<file path="config.mk">
export PLATFORM = sky130hd
export DESIGN_NAME = multiword_add_seq
export DESIGN_NICKNAME = d
export VERILOG_FILES = /design/src/rtl/multiword_add_seq.sv
export SDC_FILE = /design/constraint.sdc
export NUM_CORES = 1
export LEC_CHECK = 0
export ABC_AREA = 1
export CAP_MARGIN = 20
export CORE_MARGIN = 5
export CORE_UTILIZATION = 54
export DETAILED_ROUTE_END_ITERATION = 8
export GPL_ROUTABILITY_DRIVEN = 0
export PLACE_DENSITY = 0.87
export SKIP_CTS_REPAIR_TIMING = 1
export SLEW_MARGIN = 20
export SYNTH_ARGS = -nofsm -noshare
export SYNTH_HDL_FRONTEND = slang
export SYNTH_SLANG_ARGS = --single-unit
</file>
<file path="constraint.sdc">
create_clock -name clk -period 8.7 [get_ports clk]
set_clock_uncertainty 0.05 [all_clocks]
set_input_delay 0.87 -clock clk [delete_from_list [all_inputs] [get_ports clk]]
set_output_delay 0.87 -clock clk [all_outputs]
set_load 0.02 [all_outputs]
</file>
<file path="src/rtl/multiword_add_seq.sv">
// Multi-precision add/subtract sequencer: one shared N-bit adder walked over WORDS words, LSW first.
// Define SIGNED_OVF_EN to add the registered signed-overflow output ovf.

module nbitfull_adder #(
    parameter int N = 8
) (
    input  logic [N-1:0] a,
    input  logic [N-1:0] b,
    input  logic         cin,
    output logic [N-1:0] sum,
    output logic         cout
);
    assign {cout, sum} = {1'b0, a} + {1'b0, b} + {{N{1'b0}}, cin};
endmodule

module multiword_add_seq #(
    parameter int N     = 8,
    parameter int WORDS = 4
) (
    input  logic               clk,
    input  logic               rst_n,
    input  logic               start,
    input  logic               sub,
    input  logic [WORDS*N-1:0] a,
    input  logic [WORDS*N-1:0] b,
    input  logic               cin,
    output logic               busy,
    output logic               done,
    output logic [WORDS*N-1:0] sum,
`ifdef SIGNED_OVF_EN
    output logic               cout,
    output logic               ovf
`else
    output logic               cout
`endif
);
    localparam int W  = WORDS * N;
    localparam int KW = $clog2(WORDS);

    typedef enum logic [1:0] {
        ST_IDLE = 2'd0,
        ST_RUN  = 2'd1,
        ST_DONE = 2'd2
    } state_t;

    state_t        state_q, state_d;
    logic [KW-1:0] k;
    logic          carry;
    logic [W-1:0]  opa_r, opb_r;
    logic [N-1:0]  wa, wb, ws;
    logic          wc;
    logic          accept, last;

    assign accept = (state_q == ST_IDLE) && start;
    assign last   = (k == KW'(WORDS - 1));
    assign wa     = opa_r[k*N +: N];
    assign wb     = opb_r[k*N +: N];

    nbitfull_adder #(.N(N)) u_adder (
        .a    (wa),
        .b    (wb),
        .cin  (carry),
        .sum  (ws),
        .cout (wc)
    );

    // NOTE: every output of a combinational block gets a default first, so no path can infer a latch.
    always_comb begin
        state_d = state_q;
        case (state_q)
            ST_IDLE: if (start) state_d = ST_RUN;
            ST_RUN:  if (last)  state_d = ST_DONE;
            ST_DONE:            state_d = ST_IDLE;
            default:            state_d = ST_IDLE;
        endcase
    end

    // NOTE: operand registers are pure datapath loaded on accept, so they carry no reset.
    always_ff @(posedge clk) begin
        if (accept) begin
            opa_r <= a;
            opb_r <= sub ? ~b : b;
        end
    end

    // NOTE: sequential state uses non-blocking assignments so all flops update from pre-edge values.
    always_ff @(posedge clk or negedge rst_n) begin
        if (!rst_n) begin
            state_q <= ST_IDLE;
            busy    <= 1'b0;
            done    <= 1'b0;
            sum     <= '0;
            cout    <= 1'b0;
            k       <= '0;
            carry   <= 1'b0;
`ifdef SIGNED_OVF_EN
            ovf     <= 1'b0;
`endif
        end else begin
            state_q <= state_d;
            // busy/done are registered images of the next state, so they align with it.
            busy    <= (state_d != ST_IDLE);
            done    <= (state_d == ST_DONE);
            if (accept) begin
                k     <= '0;
                carry <= sub ? 1'b1 : cin;
            end else if (state_q == ST_RUN) begin
                sum[k*N +: N] <= ws;
                carry         <= wc;
                k             <= k + KW'(1);
                if (last) begin
                    cout <= wc;
`ifdef SIGNED_OVF_EN
                    // Carry into the MSB is recovered from the MSB sum bit and its operands.
                    ovf  <= (wa[N-1] ^ wb[N-1] ^ ws[N-1]) ^ wc;
`endif
                end
            end
        end
    end
endmodule

</file>
==> metrics.md, run 1 <==
| Metric | Value |
|---|---|
| CP top delay family | buffers and inverters |
| Fin crit period | 3650 ps |
| Async SR Flop Fraction | 38.5% |
| Wirelength per Cell | 15.9 um |
| Xor and xnor area share after synthesis | 6.53% |
| Period utilization | 42.0% |
| Most used cell, CP | nand2_1 |
| Status | complete, no violations |
| Inserted Clock Buffers | 9 |
| Die area | 10700 um^2 |
| Clock sink count | 104 |
| Syn Area/Cell | 11.1 um^2 |
| Final Hold Fails | 0 |
| CP peak stage delay | 580 ps |
| Cell with the most instances after synthesis | nand2_1 |
| Ratio of cells with drive above 1 in the final layout | 5.66% |
| All-layer global routing usage | 20.0% |
| Post-synthesis mux area share | 0% |
| Drt total wl | 10.2 mm |
| Endpoint type of the worst setup path | flop |
| Synth Register Bits | 104 |
| Post-synth EDFFs | 64 |
| Remaining Overflow, GRT | 0 |
| Max-slew headroom | 33.0% |
| Hold crit path type | flop to flop |
| CTS tree | done |
| # port buffers | 103 |
| Crit path max-delay cell type | inv_1 |
| Slew Limit Fails | 0 |
| Synthesized cell area | 4690 um^2 |
| Worst endpoint required time | 8960 ps |
| Initial DRC Count | 225 |
| Power per standard cell area | 367 nW/um^2 |
| Final hold slack | 435 ps |
| Max FO, Critical Path | 50 |
| Top cells by count, synth | 80 x nand2_1, 64 x edfxtp_1, 45 x o21ai_0 |
| Max frequency | 274 MHz |
| VDD IR-drop max | 148 uV |
| Worst-skew pair later-pin latency | 370 ps |
| Vias in the first global route | 3519 |
| Post-synthesis cell type count | 29 |
| Syn Inst Count | 424 |
| Area delta synth->final | 27.9% |
| Largest family of logic cells by synthesized area | simple AND/OR/NAND/NOR gates |
| Yosys top cell area share | 41.0% |
| Largest net degree at the start of global routing | 67 |
| Sequential share of the synthesized area | 62.3% |
| DR pass1 iterations | 5 |
| Synth top area cells | edfxtp_1 41%, dfrtp_1 21%, nand2_1 6.4% |
| Final setup vio count | 0 |
| Synth Area in Simple Gates | 15.0% |
| HPWL after detailed placement | 7.37 mm |
| First-pass GRT wire length | 16.3 mm |
| Cell Rows | 34 |
| Initial antenna violation count | 0 |
| Worst setup SP type | flop |
| Synth area leader | edfxtp_1 |
| CP Class | flop to flop |
| Max-cap viol count | 0 |
| Initial Utilization | 54.6% |
| Fin Setup TNS | 0 ps |
| Antenna viol nets, final | 0 |
| Leakage power | 2.45 nW |
| Fin nets | 609 |
| Synth Net Count | 508 |
| Core area | 8590 um^2 |
| H-tree depth | 3 |
| CP Data Arrival Time | 3910 ps |
| Worst-path clk slew | 100 ps |
| Worst-margin pin slew | 1000 ps |
| Placed Cells | 622 |
| Root Buffer | clkbuf_8 |
| Vias per Instance | 5.45 |
| Synth Area in Adders | 4.32% |
| DRC errors left | 0 |
| Ports | 104 |
| YS warnings | 0 |
| Antenna diode count | 0 |
| Total power | 2.20 mW |
| Compound-cell area share of the yosys netlist | 8.43% |
| RSZ-0062 raised after global routing | no |
| Post-Layout Cell Count | 638 |
| Main synth FF type | edfxtp_1 |
| Vias | 3479 |
| CP bufs+invs | 2 |
| Clk buf depth | 2 |
| Chip Width | 103 um |
| Die H | 103 um |
| CP Cell Sequence | buf_4 -> inv_1 -> o21ai_0 -> o22ai_1 -> fa_1 -> fa_1 -> nand2_1 -> nand2_1 -> and2_1 -> xor2_1 -> nand3_1 -> nand2_1 |
## sequential cells by signal, summed over array words and instances, names as in the netlist
name	flops
sum	32
done	1
state_q	2
cout	1
carry	1
opb_r	32
busy	1
k	2
opa_r	32
## final timing paths
kind | start | endpoint | slack (ps) | cells after the start
setup / recovery | k[0] | sum[20] | 5050 | 12
hold / removal | sum[23] | sum[23] | 430 | 2
setup reg to reg | k[0] | sum[20] | 5050 | 12
hold reg to reg | sum[23] | sum[23] | 430 | 2
max in group asynchronous | rst_n | sum[0] | 7510 | 1
min in group asynchronous | rst_n | sum[27] | 550 | 1
## worst min-delay path, cell delays in order, from the launching register on
cell and delay [ps]:
dfrtp_1 350, nand2_1 50, nand2_1 50
## area by class of cell
type | instances | area (um^2)
sequential | 104 | 2920
fill | 627 | 2590
multi-input combinational | 279 | 1610
timing repair buffer | 105 | 1040
tap | 108 | 135
clock buffer | 10 | 128
inverter | 26 | 97.6
clock inverter | 6 | 67.6
## placed cells by master, fill, tap and decap left out, types with 2 or more instances in the layout
master / n
dfrtp_1: 40
buf_4: 2
o22ai_1: 17
nand3_1: 16
inv_2: 2
fa_1: 2
edfxtp_1: 64
clkdlybuf4s50_1: 101
nand2_4: 2
xor2_1: 34
clkbuf_8: 9
o31ai_1: 2
ha_1: 13
nand4_1: 7
clkinvlp_4: 2
buf_2: 2
nor2_1: 42
o21ai_1: 3
o21ai_0: 45
inv_1: 24
nand3b_1: 2
nor2_4: 3
a21oi_1: 3
nand2_1: 80
## metal layers
layer  part of all wire [%]  up-vias  track usage [%]
met3                    8.4       23             4.76
li1                       -     1646                -
met4                    1.9        0             6.67
met2                     50      173             34.3
met5                      0        -                0
met1                     40     1637             25.0
## per-stage QoR
step | instance area [um^2] | setup WS (ps) | utilization, %
6_report | 6000 | 5050 | 69.8
5_1_grt | 6000 | 4750 | 69.8
4_1_cts | 6000 | 5120 | 69.8
3_5_place_dp | 5810 | 5150 | 67.6
3_3_place_gp | 5810 | 5310 | 67.6
2_1_floorplan | 4690 | 4360 | -
## report_power, final
group / internal [mW] / total, mW / switching (mW)
Combinational: 0.409 / 1.16 / 0.752
Clock: 0.134 / 0.294 / 0.160
Sequential: 0.675 / 0.745 / 0.0701
Total: 1.22 / 2.20 / 0.982
## cells by family (layout without fill, tap and decap cells)
logic type / count (synthesis) / count (layout)
AND/OR/NAND/NOR: 157 / 157
flip-flops: 104 / 104
AO/OA/AOI/OAI: 72 / 72
buffers and inverters: 41 / 147
XOR/XNOR: 35 / 35
adder cells (fa/ha/maj): 15 / 15
(Power assumes the default switching activity.)
==> run 2: changes to the inputs <==
--- a/config.mk
+++ b/config.mk
@@ -8,10 +8,10 @@
 export ABC_AREA = 1
 export CAP_MARGIN = 20
 export CORE_MARGIN = 5
-export CORE_UTILIZATION = 54
+export CORE_UTILIZATION = 46
 export DETAILED_ROUTE_END_ITERATION = 8
 export GPL_ROUTABILITY_DRIVEN = 0
-export PLACE_DENSITY = 0.87
+export PLACE_DENSITY = 0.79
 export SKIP_CTS_REPAIR_TIMING = 1
 export SLEW_MARGIN = 20
 export SYNTH_ARGS = -nofsm -noshare
==> constraint.sdc (replaced) <==
create_clock -name clk -period 3.31 [get_ports clk]
set_clock_uncertainty 0.05 [all_clocks]
set_input_delay 0.331 -clock clk [delete_from_list [all_inputs] [get_ports clk]]
set_output_delay 0.331 -clock clk [all_outputs]
set_load 0.02 [all_outputs]
==> run 2 against run 1 <==
Combinational power grew to 2.7 times the previous value. Die area grew 16%. Cell area grew 1.2%. Global-route usage shrank 3.2 points. Critical path depth shrank 1. Maximum frequency grew 20%. First-iteration DRC count shrank 20%. Setup slack lost 4800 ps. Wire length grew 0.47%. Largest cell class unchanged.
==> metrics.md, run 2 (synthesis gave the netlist of run 1 again) <==
| Metric | Value |
|---|---|
| Fin crit period | 3040 ps (-611 ps) |
| Wirelength per Cell | 15.3 um (-4.0%) |
| Drt total wl | 10.2 mm (+0.47%) |
| # fillers | 787 (+26%) |
| Max frequency | 329 MHz (+20%) |
| Biggest regs | opa_r: 32 flops, opb_r: 32 flops, sum: 32 flops |
| Slew Limit Fails | 0 (unchanged) |
| Commonest non-fill, non-tap cell in the layout | clkdlybuf4s50_1 |
| RSZ-0062 raised after global routing | no |
| Ratio of cells with drive above 1 in the final layout | 6.54% (+0.88 points) |
| Largest net degree at the start of global routing | 46 (-31%) |
| GRT Max-Usage Layer | met2 |
| Status | complete, no violations |
| DR pass1 iterations | 5 (unchanged) |
| GRT met1 Usage | 22.8% (-2.2 points) |
| Vias in the first global route | 3437 (-2.3%) |
| H-tree depth | 3 (unchanged) |
| VDD IR-drop max | 398 uV (+170%) |
| Area delta synth->final | 29.4% |
| Worst-margin pin slew | 859 ps (-144 ps) |
| Vias | 3421 (-1.7%) |
| Die area | 12300 um^2 (+16%) |
| Fin Setup TNS | 0 ps (unchanged) |
| Period utilization | 91.9% (+50 points) |
| First-pass GRT wire length | 16.8 mm (+3.0%) |
| Initial Utilization | 47.6% (-7.0 points) |
| Max-slew headroom | 42.7% (+9.7 points) |
| Clock share of power | 12.8% (-0.6 points) |
| DRC errors left | 0 (unchanged) |
| Clock sink count | 104 (unchanged) |
| Core area | 9860 um^2 (+15%) |
| Switching share of power | 44.9% (+0.24 points) |
| Antenna diode count | 0 (unchanged) |
| Max FO, Critical Path | 15 (-70%) |
| Worst-skew pair later-pin latency | 370 ps (about the same) |
| Area of the multi-input gates | 1610 um^2 (unchanged) |
| CP Class | flop to flop |
| Chip Width | 111 um (+7.5%) |
| Placed Area | 5890 um^2 (+1.4%) |
| Final setup vio count | 0 (unchanged) |
| Final Hold Fails | 0 (unchanged) |
| Worst-path clk slew | 100 ps (about the same) |
| Hold crit path type | primary input to asynchronous set/reset pin |
| Cell Int Power | 3.18 mW (+160%) |
| Vias per Instance | 5.12 (-6.1%) |
| Worst endpoint required time | 3560 ps (-5400 ps) |
| CTS tree | done |
| # port buffers | 103 (unchanged) |
| Root Buffer | clkbuf_8 |
| Core occupancy in the finished layout | 61.6% (-8.3 points) |
| Antenna viol nets, final | 0 (unchanged) |
| CP Data Arrival Time | 3290 ps (-620 ps) |
| Leakage power | 2.48 nW (+1.4%) |
| Initial DRC Count | 179 (-20%) |
| Remaining Overflow, GRT | 0 (unchanged) |
| Die H | 111 um (+7.5%) |
| All-layer global routing usage | 16.8% (-3.2 points) |
| Most frequent cells in the layout | 101 x clkdlybuf4s50_1, 80 x nand2_1, 64 x edfxtp_1 |
| Met2 global-route usage | 26.7% (-7.6 points) |
| Comb pwr share | 53.5% (+0.7 points) |
| M3 GR Usage | 4.15% (-0.61 points) |
| Endpoint type of the worst setup path | flop |
| HPWL after detailed placement | 7.95 mm (+7.8%) |
| Power per standard cell area | 950 nW/um^2 (+160%) |
| Cell Rows | 36 (+5.9%) |
| Ports | 104 (unchanged) |
| Fin nets | 614 (+0.82%) |
| Worst setup SP type | flop |
| Clk buf depth | 2 (unchanged) |
| Register area | 2920 um^2 (unchanged) |
| Max-cap viol count | 0 (unchanged) |
| Initial antenna violation count | 0 (unchanged) |
| Total power | 5.77 mW (+160%) |
| Sw power | 2.59 mW (+160%) |
| Seq pwr share | 33.6% (-0.3 points) |
| Inserted Clock Buffers | 9 (unchanged) |
| Design Area, Final | 6070 um^2 (+1.2%) |
==> run 2: worst max-delay path, stage by stage (launching register included) <==
cell and delay, ps:
dfrtp_1 580, inv_1 310, o21ai_0 170, o22ai_1 120, fa_1 440, fa_1 410, nand2_1 90, nand2_1 80
and2_1 170, xor2_1 300, nand4_1 140, nand2_1 90
==> run 2: area by class of cell <==
| class | count | share of cell area, % |
|---|---|---|
| multi-input cells | 279 | 26.6 |
| repair buffers | 110 | 17.9 |
| flip-flops and latches | 104 | 48.1 |
| well taps | 133 | 2.74 |
| inverters | 26 | 1.61 |
| clock buffers | 9 | 2.04 |
| clock inverters | 7 | 1.01 |
==> run 2: power groups by stage <==
stage | sequential, mW | clock (mW) | combinational (mW)
floorplan | 2.12 | 0 | 1.83
detailed placement | 1.97 | 0 | 3.06
finish | 1.94 | 0.740 | 3.09
global placement | 1.96 | 0 | 2.94
global route | 1.97 | 0.812 | 3.41
CTS | 1.94 | 0.752 | 3.07
==> run 2: worst paths after layout <==
kind / from / endpoint / slack (ps) / cells after the start
setup / recovery: k[1] / sum[28] / 270 / 11
min in group clk: sum[21] / sum[21] / 440 / 2
setup reg to reg: k[1] / sum[28] / 270 / 11
hold reg to reg: sum[21] / sum[21] / 440 / 2
max in group asynchronous: rst_n / sum[28] / 2640 / 1
hold / removal: rst_n / busy / 10 / 1
==> run 2: metal layers <==
| layer | wire length, um | up-vias |
|---|---|---|
| li1 | - | 1664 |
| met1 | 4410 | 1606 |
| met2 | 4950 | 139 |
| met3 | 725 | 12 |
| met4 | 128 | 0 |
| met5 | 0 | - |
==> run 2: stage by stage <==
stage / hold WS [ps] / instances / setup slack [ps]
final: 11.9 / 668 / 269
after global routing: 86.8 / 668 / 35.3
after CTS: 35.8 / 668 / 270
after detailed placement: 417 / 652 / 315
after global placement: 416 / 652 / 546
after floorplan: -14.6 / 424 / 531
